===== src/rtl/cpu4_fetch_pkg.sv =====
// cpu4_fetch_pkg: shared widths, NOP encoding and mode states for the fetch/loader slice.
package cpu4_fetch_pkg;
    localparam int CPU4_ADDR_W = 4;
    localparam int CPU4_DATA_W = 8;
    localparam logic [7:0] CPU4_NOP = 8'h00;

    typedef enum logic [1:0] {
        ST_IDLE = 2'd0,
        ST_LOAD = 2'd1,
        ST_RUN  = 2'd2
    } state_t;
endpackage


===== src/rtl/cpu4_prefetch_fifo.sv =====
// cpu4_prefetch_fifo: 2-entry {pc, instr} buffer, head at slot 0; flush wins over push/pop.
module cpu4_prefetch_fifo
    import cpu4_fetch_pkg::*;
#(
    parameter int ADDR_W = CPU4_ADDR_W,
    parameter int DATA_W = CPU4_DATA_W
) (
    input  logic              clk,
    input  logic              rst,
    input  logic              i_push,
    input  logic              i_pop,
    input  logic              i_flush,
    input  logic [ADDR_W-1:0] i_pc,
    input  logic [DATA_W-1:0] i_instr,
    output logic [ADDR_W-1:0] o_pc,
    output logic [DATA_W-1:0] o_instr,
    output logic              o_valid,
    output logic [1:0]        o_count
);
    logic [ADDR_W-1:0] r_pc [2];
    logic [DATA_W-1:0] r_instr [2];
    logic [1:0]        r_count;
    logic              w_pop;
    logic              w_push;
    logic [1:0]        w_slot;

    assign w_pop  = i_pop & (r_count != 2'd0);
    assign w_push = i_push & ((r_count != 2'd2) | w_pop);
    // Write slot accounts for the head shifting out on the same edge
    assign w_slot = r_count - {1'b0, w_pop};

    always_ff @(posedge clk or posedge rst) begin
        if (rst) begin
            r_count    <= 2'd0;
            r_pc[0]    <= '0;
            r_pc[1]    <= '0;
            r_instr[0] <= '0;
            r_instr[1] <= '0;
        end else if (i_flush) begin
            r_count <= 2'd0;
        end else begin
            if (w_pop) begin
                r_pc[0]    <= r_pc[1];
                r_instr[0] <= r_instr[1];
            end
            if (w_push) begin
                r_pc[w_slot[0]]    <= i_pc;
                r_instr[w_slot[0]] <= i_instr;
            end
            r_count <= r_count + {1'b0, w_push} - {1'b0, w_pop};
        end
    end

    assign o_pc    = r_pc[0];
    assign o_instr = r_instr[0];
    assign o_valid = r_count != 2'd0;
    assign o_count = r_count;
endmodule


===== src/rtl/cpu4_fetch_loader.sv =====
// cpu4_fetch_loader: program loader (LOAD) and prefetching instruction stream (RUN) for the 4-bit CPU.
// Define CPU4_LOAD_CSUM_EN to compute load_csum; otherwise it is tied to 0.
module cpu4_fetch_loader
    import cpu4_fetch_pkg::*;
#(
    parameter int ADDR_W = CPU4_ADDR_W,
    parameter int DATA_W = CPU4_DATA_W
) (
    input  logic              clk,
    input  logic              rst,
    input  logic              load_en,
    input  logic              load_stb,
    input  logic [DATA_W-1:0] load_data,
    output logic [ADDR_W-1:0] load_ptr,
    output logic [7:0]        load_csum,
    input  logic              run_en,
    output logic [DATA_W-1:0] instr,
    output logic [ADDR_W-1:0] instr_pc,
    output logic              instr_valid,
    input  logic              instr_ready,
    input  logic              jump_valid,
    input  logic [ADDR_W-1:0] jump_addr,
    output logic [1:0]        state
);
    state_t            r_state;
    state_t            w_next;
    logic              r_stb_s1;
    logic              r_stb_s2;
    logic              r_stb_d;
    logic [DATA_W-1:0] r_mem [2**ADDR_W];
    logic [ADDR_W-1:0] r_load_ptr;
    logic [ADDR_W-1:0] r_fetch_pc;
    logic [1:0]        w_count;
    logic              w_wr;
    logic              w_enter_load;
    logic              w_enter_run;
    logic              w_stay_run;
    logic              w_jump;
    logic              w_flush;
    logic              w_fetch;

    always_ff @(posedge clk or posedge rst) begin
        if (rst) r_state <= ST_IDLE;
        else r_state <= w_next;
    end

    // LOAD never goes straight to RUN; it must pass through IDLE
    always_comb begin
        w_next = ST_IDLE;
        w_next = load_en ? ST_LOAD : (run_en && r_state != ST_LOAD) ? ST_RUN : ST_IDLE;
    end

    assign w_enter_load = (r_state != ST_LOAD) & (w_next == ST_LOAD);
    assign w_enter_run  = (r_state != ST_RUN) & (w_next == ST_RUN);
    assign w_stay_run   = (r_state == ST_RUN) & (w_next == ST_RUN);
    assign w_jump       = w_stay_run & jump_valid;
    assign w_flush      = (r_state == ST_RUN) & ((w_next != ST_RUN) | jump_valid);
    assign w_fetch      = w_stay_run & ~jump_valid & (w_count < 2'd2);
    assign w_wr         = (r_state == ST_LOAD) & r_stb_s2 & ~r_stb_d;

    always_ff @(posedge clk or posedge rst) begin
        if (rst) begin
            r_stb_s1 <= 1'b0;
            r_stb_s2 <= 1'b0;
            r_stb_d  <= 1'b0;
        end else begin
            r_stb_s1 <= load_stb;
            r_stb_s2 <= r_stb_s1;
            r_stb_d  <= r_stb_s2;
        end
    end

    always_ff @(posedge clk or posedge rst) begin
        if (rst) begin
            for (int i = 0; i < 2**ADDR_W; i++) r_mem[i] <= DATA_W'(CPU4_NOP);
        end else if (w_wr) begin
            r_mem[r_load_ptr] <= load_data;
        end
    end

    always_ff @(posedge clk or posedge rst) begin
        if (rst) r_load_ptr <= '0;
        else if (w_enter_load) r_load_ptr <= '0;
        else if (w_wr) r_load_ptr <= r_load_ptr + ADDR_W'(1);
    end

`ifdef CPU4_LOAD_CSUM_EN
    logic [7:0] r_csum;

    always_ff @(posedge clk or posedge rst) begin
        if (rst) r_csum <= 8'h00;
        else if (w_enter_load) r_csum <= 8'h00;
        else if (w_wr) r_csum <= r_csum ^ load_data[7:0];
    end

    assign load_csum = r_csum;
`else
    assign load_csum = 8'h00;
`endif

    always_ff @(posedge clk or posedge rst) begin
        if (rst) r_fetch_pc <= '0;
        else if (w_enter_run) r_fetch_pc <= '0;
        else if (w_jump) r_fetch_pc <= jump_addr;
        else if (w_fetch) r_fetch_pc <= r_fetch_pc + ADDR_W'(1);
    end

    cpu4_prefetch_fifo #(
        .ADDR_W(ADDR_W),
        .DATA_W(DATA_W)
    ) u_fifo (
        .clk     (clk),
        .rst     (rst),
        .i_push  (w_fetch),
        .i_pop   (instr_ready),
        .i_flush (w_flush),
        .i_pc    (r_fetch_pc),
        .i_instr (r_mem[r_fetch_pc]),
        .o_pc    (instr_pc),
        .o_instr (instr),
        .o_valid (instr_valid),
        .o_count (w_count)
    );

    assign load_ptr = r_load_ptr;
    assign state    = r_state;
endmodule


===== config.mk =====
export PLATFORM = sky130hd
export DESIGN_NAME = cpu4_fetch_loader
export DESIGN_NICKNAME = d
export VERILOG_FILES = /design/src/rtl/cpu4_fetch_pkg.sv /design/src/rtl/cpu4_prefetch_fifo.sv /design/src/rtl/cpu4_fetch_loader.sv
export SDC_FILE = /design/constraint.sdc
export NUM_CORES = 1
export LEC_CHECK = 0
export CELL_PAD_IN_SITES_DETAIL_PLACEMENT = 0
export CELL_PAD_IN_SITES_GLOBAL_PLACEMENT = 1
export CORE_MARGIN = 2
export CORE_UTILIZATION = 25
export CTS_BUF_LIST = sky130_fd_sc_hd__clkbuf_16
export DETAILED_ROUTE_END_ITERATION = 12
export PLACE_DENSITY = 0.42
export SLEW_MARGIN = 30
export SYNTH_ARGS = -nofsm -noshare
export SYNTH_HDL_FRONTEND = slang
export SYNTH_HIERARCHICAL = 1
export SYNTH_SLANG_ARGS = --single-unit

===== constraint.sdc =====
create_clock -name clk -period 11.3 [get_ports clk]
set_clock_uncertainty 0.05 [all_clocks]
set_input_delay 2.26 -clock clk [delete_from_list [all_inputs] [get_ports clk]]
set_output_delay 2.26 -clock clk [all_outputs]
set_load 0.02 [all_outputs]

# Word level (Yosys, flattened, before mapping)
# Index checks and enable logic that the tools add are counted.
op_classes:
  n_addsub: 5
  magnitude_cmp: 6
  eq_ne: 8
  n_mux: 26
  bitwise: 19
  n_reduce_logical: 7
ops:
  columns: ["cell", "count"]
  rows:
  - ["$bwmux 128", 1]
  - ["$mux 8", 7]
  - ["$bmux 8 s4", 1]
  - ["$demux 8 s4", 1]
  - ["$mux 4", 8]
  - ["$bwmux 16", 1]
  - ["$mux 16", 1]
  - ["$and 1x1->1", 11]
  - ["$ge 5x5->1 const B", 2]
  - ["$not 4->5", 2]
  - ["$add 4x1->4 const B", 2]
  - ["$bwmux 8", 1]
  - ["$demux 8 s1", 1]
  - ["$mux 2", 3]
  - ["$ne 2x2->1 const B", 3]
  - ["$lt 5x1->1 const B", 1]
  - ["$demux 4 s1", 1]
  - ["$eq 2x1->1 const B", 2]
  - ["$eq 2x2->1 const B", 2]
  - ["$reduce_bool 2->1", 2]
  - ["$logic_and 1x1->1", 3]
  - ["$not 1->1", 3]
  - ["$reduce_bool 3->1", 1]
  - ["$add 2x1->2", 1]
  - ["9 further kinds", 10]
word_totals:
  ff_bits: 167
  inputBits: 19

# Logic depth before layout (Yosys ltp)
logic_depth:
  ltp_word: 12
  depth_mapped: 9
  ltp_nobuf: 8

# Hierarchy
# The synthesis kept the hierarchy.
modules_own_cells:
  columns: ["mod", "n_inst", "cells_per_inst", "area_each_um2", "seq_area_each_um2"]
  rows:
  - ["cpu4_fetch_loader", 1, 432, 6772.7, 3528.4]
  - ["cpu4_prefetch_fifo", 1, 126, 1450.1, 650.6]

# Worst setup path before layout
# OpenSTA, ideal clock, no wires.
synth_path:
  kind: "input to register"
  startpoint: "in jump_valid"
  endpoint: "reg u_fifo.r_instr (netlist bit u_fifo/o_instr[4])"
  setup_ns: 0.126
  arrival_time_ns: 3.947
  slack_ns: 7.177
  path_stages: 7
  cell_sequence: "clkbuf_1 nor2_1 nor3b_1 nand2b_1 clkbuf_1 nor4b_1 a221o_1"
synth_rtl:
  columns: ["element", "line_no", "rtl"]
  rows:
  - ["start: declaration", "cpu4_fetch_loader.sv:21", "input logic jump_valid,"]
  - ["$or 1x1->1", "cpu4_fetch_loader.sv:57", "assign w_flush = (r_state == ST_RUN) & ((w_next != ST_RUN) | jump_valid);"]
  - ["$and 1x1->1", "cpu4_fetch_loader.sv:57", null]
  - ["net w_flush", "cpu4_fetch_loader.sv:39", "logic w_flush;"]
  - ["end signal: indexed assignment", "cpu4_prefetch_fifo.sv:48", "r_instr[w_slot[0]] <= i_instr;"]
  - ["end: declaration", "cpu4_prefetch_fifo.sv:21", "logic [DATA_W-1:0] r_instr [2];"]
# The timed path passes the listed nets, and every way through them passes these cells.
# A chain may end at the register's enable or synchronous reset.

# Worst setup path after layout
layout_path:
  startpoint: "in load_en"
  endpoint: "reg u_fifo/r_instr[7] in the netlist's numbering"
layout_via:
  elab_chain_len: 7
layout_rtl:
  columns: ["element", "line_no", "rtl"]
  rows:
  - ["start: declaration", "cpu4_fetch_loader.sv:11", "input logic load_en,"]
  - ["$mux 2", "cpu4_fetch_loader.sv:50", "w_next = load_en ? ST_LOAD : (run_en && r_state != ST_LOAD) ? ST_RUN : ST_IDLE;"]
  - ["$eq 2x2->1", "cpu4_fetch_loader.sv:55", "assign w_stay_run = (r_state == ST_RUN) & (w_next == ST_RUN);"]
  - ["$and 1x1->1", "cpu4_fetch_loader.sv:55", null]
  - ["$and 1x1->1 (2 in series)", "cpu4_fetch_loader.sv:58", "assign w_fetch = w_stay_run & ~jump_valid & (w_count < 2'd2);"]
  - ["net w_fetch", "cpu4_fetch_loader.sv:40", "logic w_fetch;"]
  - ["$and 1x1->1", "cpu4_prefetch_fifo.sv:28", "assign w_push = i_push & ((r_count != 2'd2) | w_pop);"]
  - ["$reduce_and 2->1 (no line)", null, null]
# The timed path passes the listed nets, and every way through them passes these cells.

==> results_dict.tcl <==
set metrics [dict create \
    status "completed" \
    die_h_um 185.4 \
    ys_warn_count 6 \
    maxSlewHeadroom 0.3574 \
    synth_commonest_cells "dfrtp_1, mux2_2, mux2_4" \
    finalCritPeriodShare 0.4149 \
    drv_cap 0 \
    reg2reg_depth 7 \
    grt_first_pass_wirelength_um 31260 \
    rows 66 \
    start_kind "input port" \
    setup_violations 0 \
    fin_util 0.2912 \
    diodes 0 \
    fp.dieW_um 185.4 \
    reg2reg_slack_ns 8.31 \
    cp.arrival_ns 4.95 \
    slowest_delay_ns 0.50 \
    syn_to_final_growth_pct 14.93 \
    cts_buffers 17 \
    rsz0062_at_grt "no" \
    period_needed_ns 4.689 \
    dr_total_vias 4589 \
    hold_path_class "flip-flop to flip-flop" \
    min_path_cells 0 \
    netlist_area_mm2 0.008223 \
    crit_slowest_cell "a21oi_2" \
    core_area_mm2 0.03245 \
    worstHoldEndpoint "r_stb_s2$_DFF_PP0_" \
    post_synth_mux_area_share 0.3040 \
    totalWireLength_um 20220 \
    crit_chain "clkdlybuf4s50_1 -> nand4bb_1 -> nor3_1 -> buf_4 -> or2b_1 -> a21oi_2 -> mux2_2" \
    antenna_found_initial 0 \
    synthFlopType "dfrtp_1" \
    nets 600 \
    yosysMostFrequentCell "dfrtp_1" \
    grt.total_usage 0.1239 \
    grt_max_degree 77 \
    placed_cells 997 \
    crit-reg2reg-capture "u_fifo/o_instr[7]$_DFFE_PP0N_" \
    vias_per_cell 4.460 \
    synth_edf_count 0 \
    end_kind "flip-flop" \
    synth_top_family_by_area "multiplexers" \
    cts.sinks 167 \
    stdcell_count 1029 \
    grt_pass1_vias 5015 \
    io_buffers 37 \
    synth_area_leader_cell "dfrtp_1" \
    rr_startpoint "r_fetch_pc[0]$_DFFE_PP0P_" \
    hold_viol 0 \
    post-dp-hpwl_um 13240 \
    peakVddDrop_mv 0.1019 \
    gp_congestion 0.6936 \
    drv_slew 0 \
    cts_root_buf "clkbuf_16" \
    synthAdderAreaFrac 0.01065 \
    firstDrtPassIters 5 \
    cts_tree "yes" \
    path_max_fanout 12 \
    drc 0 \
    cts_hold_buf 0 \
    ys_async_sr_fraction 1.000 \
    ioPinCount 46 \
    fin_hold_ws_ns 0.3037 \
    tns_ns 0 \
    max_freq_mhz 213.3 \
    cts_max_level 4 \
    synth_xor_area_frac 0.005326 \
    crit_buf_inv 2 \
    cp.required_ns 11.56 \
    ant_nets 0 \
    fillerInstances 3242 \
    clock_latency_ns 0.43 \
    synthSimpleGateAreaFrac 0.07365 \
    synthCells 558 \
    clk_pin_slew_ns 0.07 \
    drt_iter0_drc 205 \
    critPathTopFamily "simple AND/OR/NAND/NOR gates" \
    grt_overflow 0 \
    worst_slew_pin_slew_ns 0.9619 \
    clk_path_buf_depth 2 \
    synth-seq-cells 167 \
    netlist_top_cells_area "dfrtp_1, mux2_2, mux4_2" \
    postCtsSetupBuffers 0 \
    p_total_mw 1.543 \
    leakage_nw 3.996 \
    hp-start "r_stb_s1$_DFF_PP0_" \
    drive_above_1_share 0.4020 \
    initial_core_util 0.2534 \
    avgRoutedWirePerCell_um 19.65 \
    cts_resized 0 \
    yosys.area.top_type_share 0.5082 \
    powerDensity_mw_per_mm2 163.3 \
    ys_seq_area_frac 0.5082 \
    syn_avg_cell_area_um2 14.74 \
    synthDistinctLibCells 50 \
    die_area_mm2 0.03436 \
    critPathKind "input port to flip-flop" \
    synth-compound-area-share 0.04884 \
]
## state kept, by name (all words and copies together) (netlist names), 2 cells and up
| name | count |
|---|---|
| state | 2 |
| r_fetch_pc | 4 |
| u_fifo/r_instr | 8 |
| r_mem | 128 |
| u_fifo/o_pc | 4 |
| u_fifo/o_count | 2 |
| u_fifo/o_instr | 8 |
| load_ptr | 4 |
| u_fifo/r_pc | 4 |
## per-stage QoR
step / worst slack, ns / instance area, µm²
global route: 6.406 / 9450
finish: 6.611 / 9450
CTS: 6.595 / 9442
detailed placement: 6.127 / 8875
global placement: 6.208 / 8875
floorplan: 5.209 / 8249
## metal layers
| metal | global-route usage | vias up | wire length (µm) |
|---|---|---|---|
| met5 | 0 | - | 0 |
| li1 | - | 2070 | - |
| met2 | 0.2158 | 52 | 10350 |
| met3 | 0.02477 | 10 | 496 |
| met4 | 0.02952 | 0 | 141 |
| met1 | 0.1574 | 2457 | 9227 |
## how the worst max path moves through the flow
stage / depth (start not counted) / end / startpoint / slack, ns
floorplan: 1 / load_ptr[0]$_DFFE_PP0P_ / rst / 5.21
global placement: 7 / u_fifo/r_instr[2]$_DFFE_PP0P_ / load_en / 6.21
detailed placement: 7 / u_fifo/r_pc[1]$_DFFE_PP0P_ / load_en / 6.13
CTS: 7 / u_fifo/r_pc[1]$_DFFE_PP0P_ / load_en / 6.59
global route: 7 / u_fifo/r_instr[4]$_DFFE_PP0P_ / load_en / 6.41
finish: 7 / u_fifo/r_instr[7]$_DFFE_PP0P_ / load_en / 6.61
## logic make-up (layout without fill, tap and decap cells)
logic type      after synthesis  count (layout)
xor+xnor                      5               5
mux                         179             179
compound gates               51              51
flops                       167             167
fa+ha+maj                     7               7
buf+inv                      67              89
other cells                   1               8
simple gates                 81              81
## report_power, final
group          switching [mW]  internal (mW)  total, mW
clock                   0.262          0.309      0.571
sequential             0.0510          0.662      0.713
combinational           0.130          0.129      0.259
total                   0.443           1.10       1.54
## layout make-up
cell class              instances  area [µm²]  share of cell area
flip-flops and latches        167        4180              0.4423
inverters                      14       57.56            0.006090
clock inverters                15       141.4             0.01496
well taps                     442       553.0             0.05852
multi-input cells             331        3674              0.3887
clock buffers                  17       425.4             0.04502
repair buffers                 43       419.2             0.04435
## layout by cell type (no fill, tap or decap), types with 9 or more instances in the layout
master	count
clkbuf_16	17
dfrtp_1	166
clkdlybuf4s50_1	37
inv_1	13
mux4_2	32
nand2_1	18
nor2_1	9
a22oi_1	23
mux2_2	110
mux2_4	33
No activity file was read; power rests on OpenSTA's default activity.
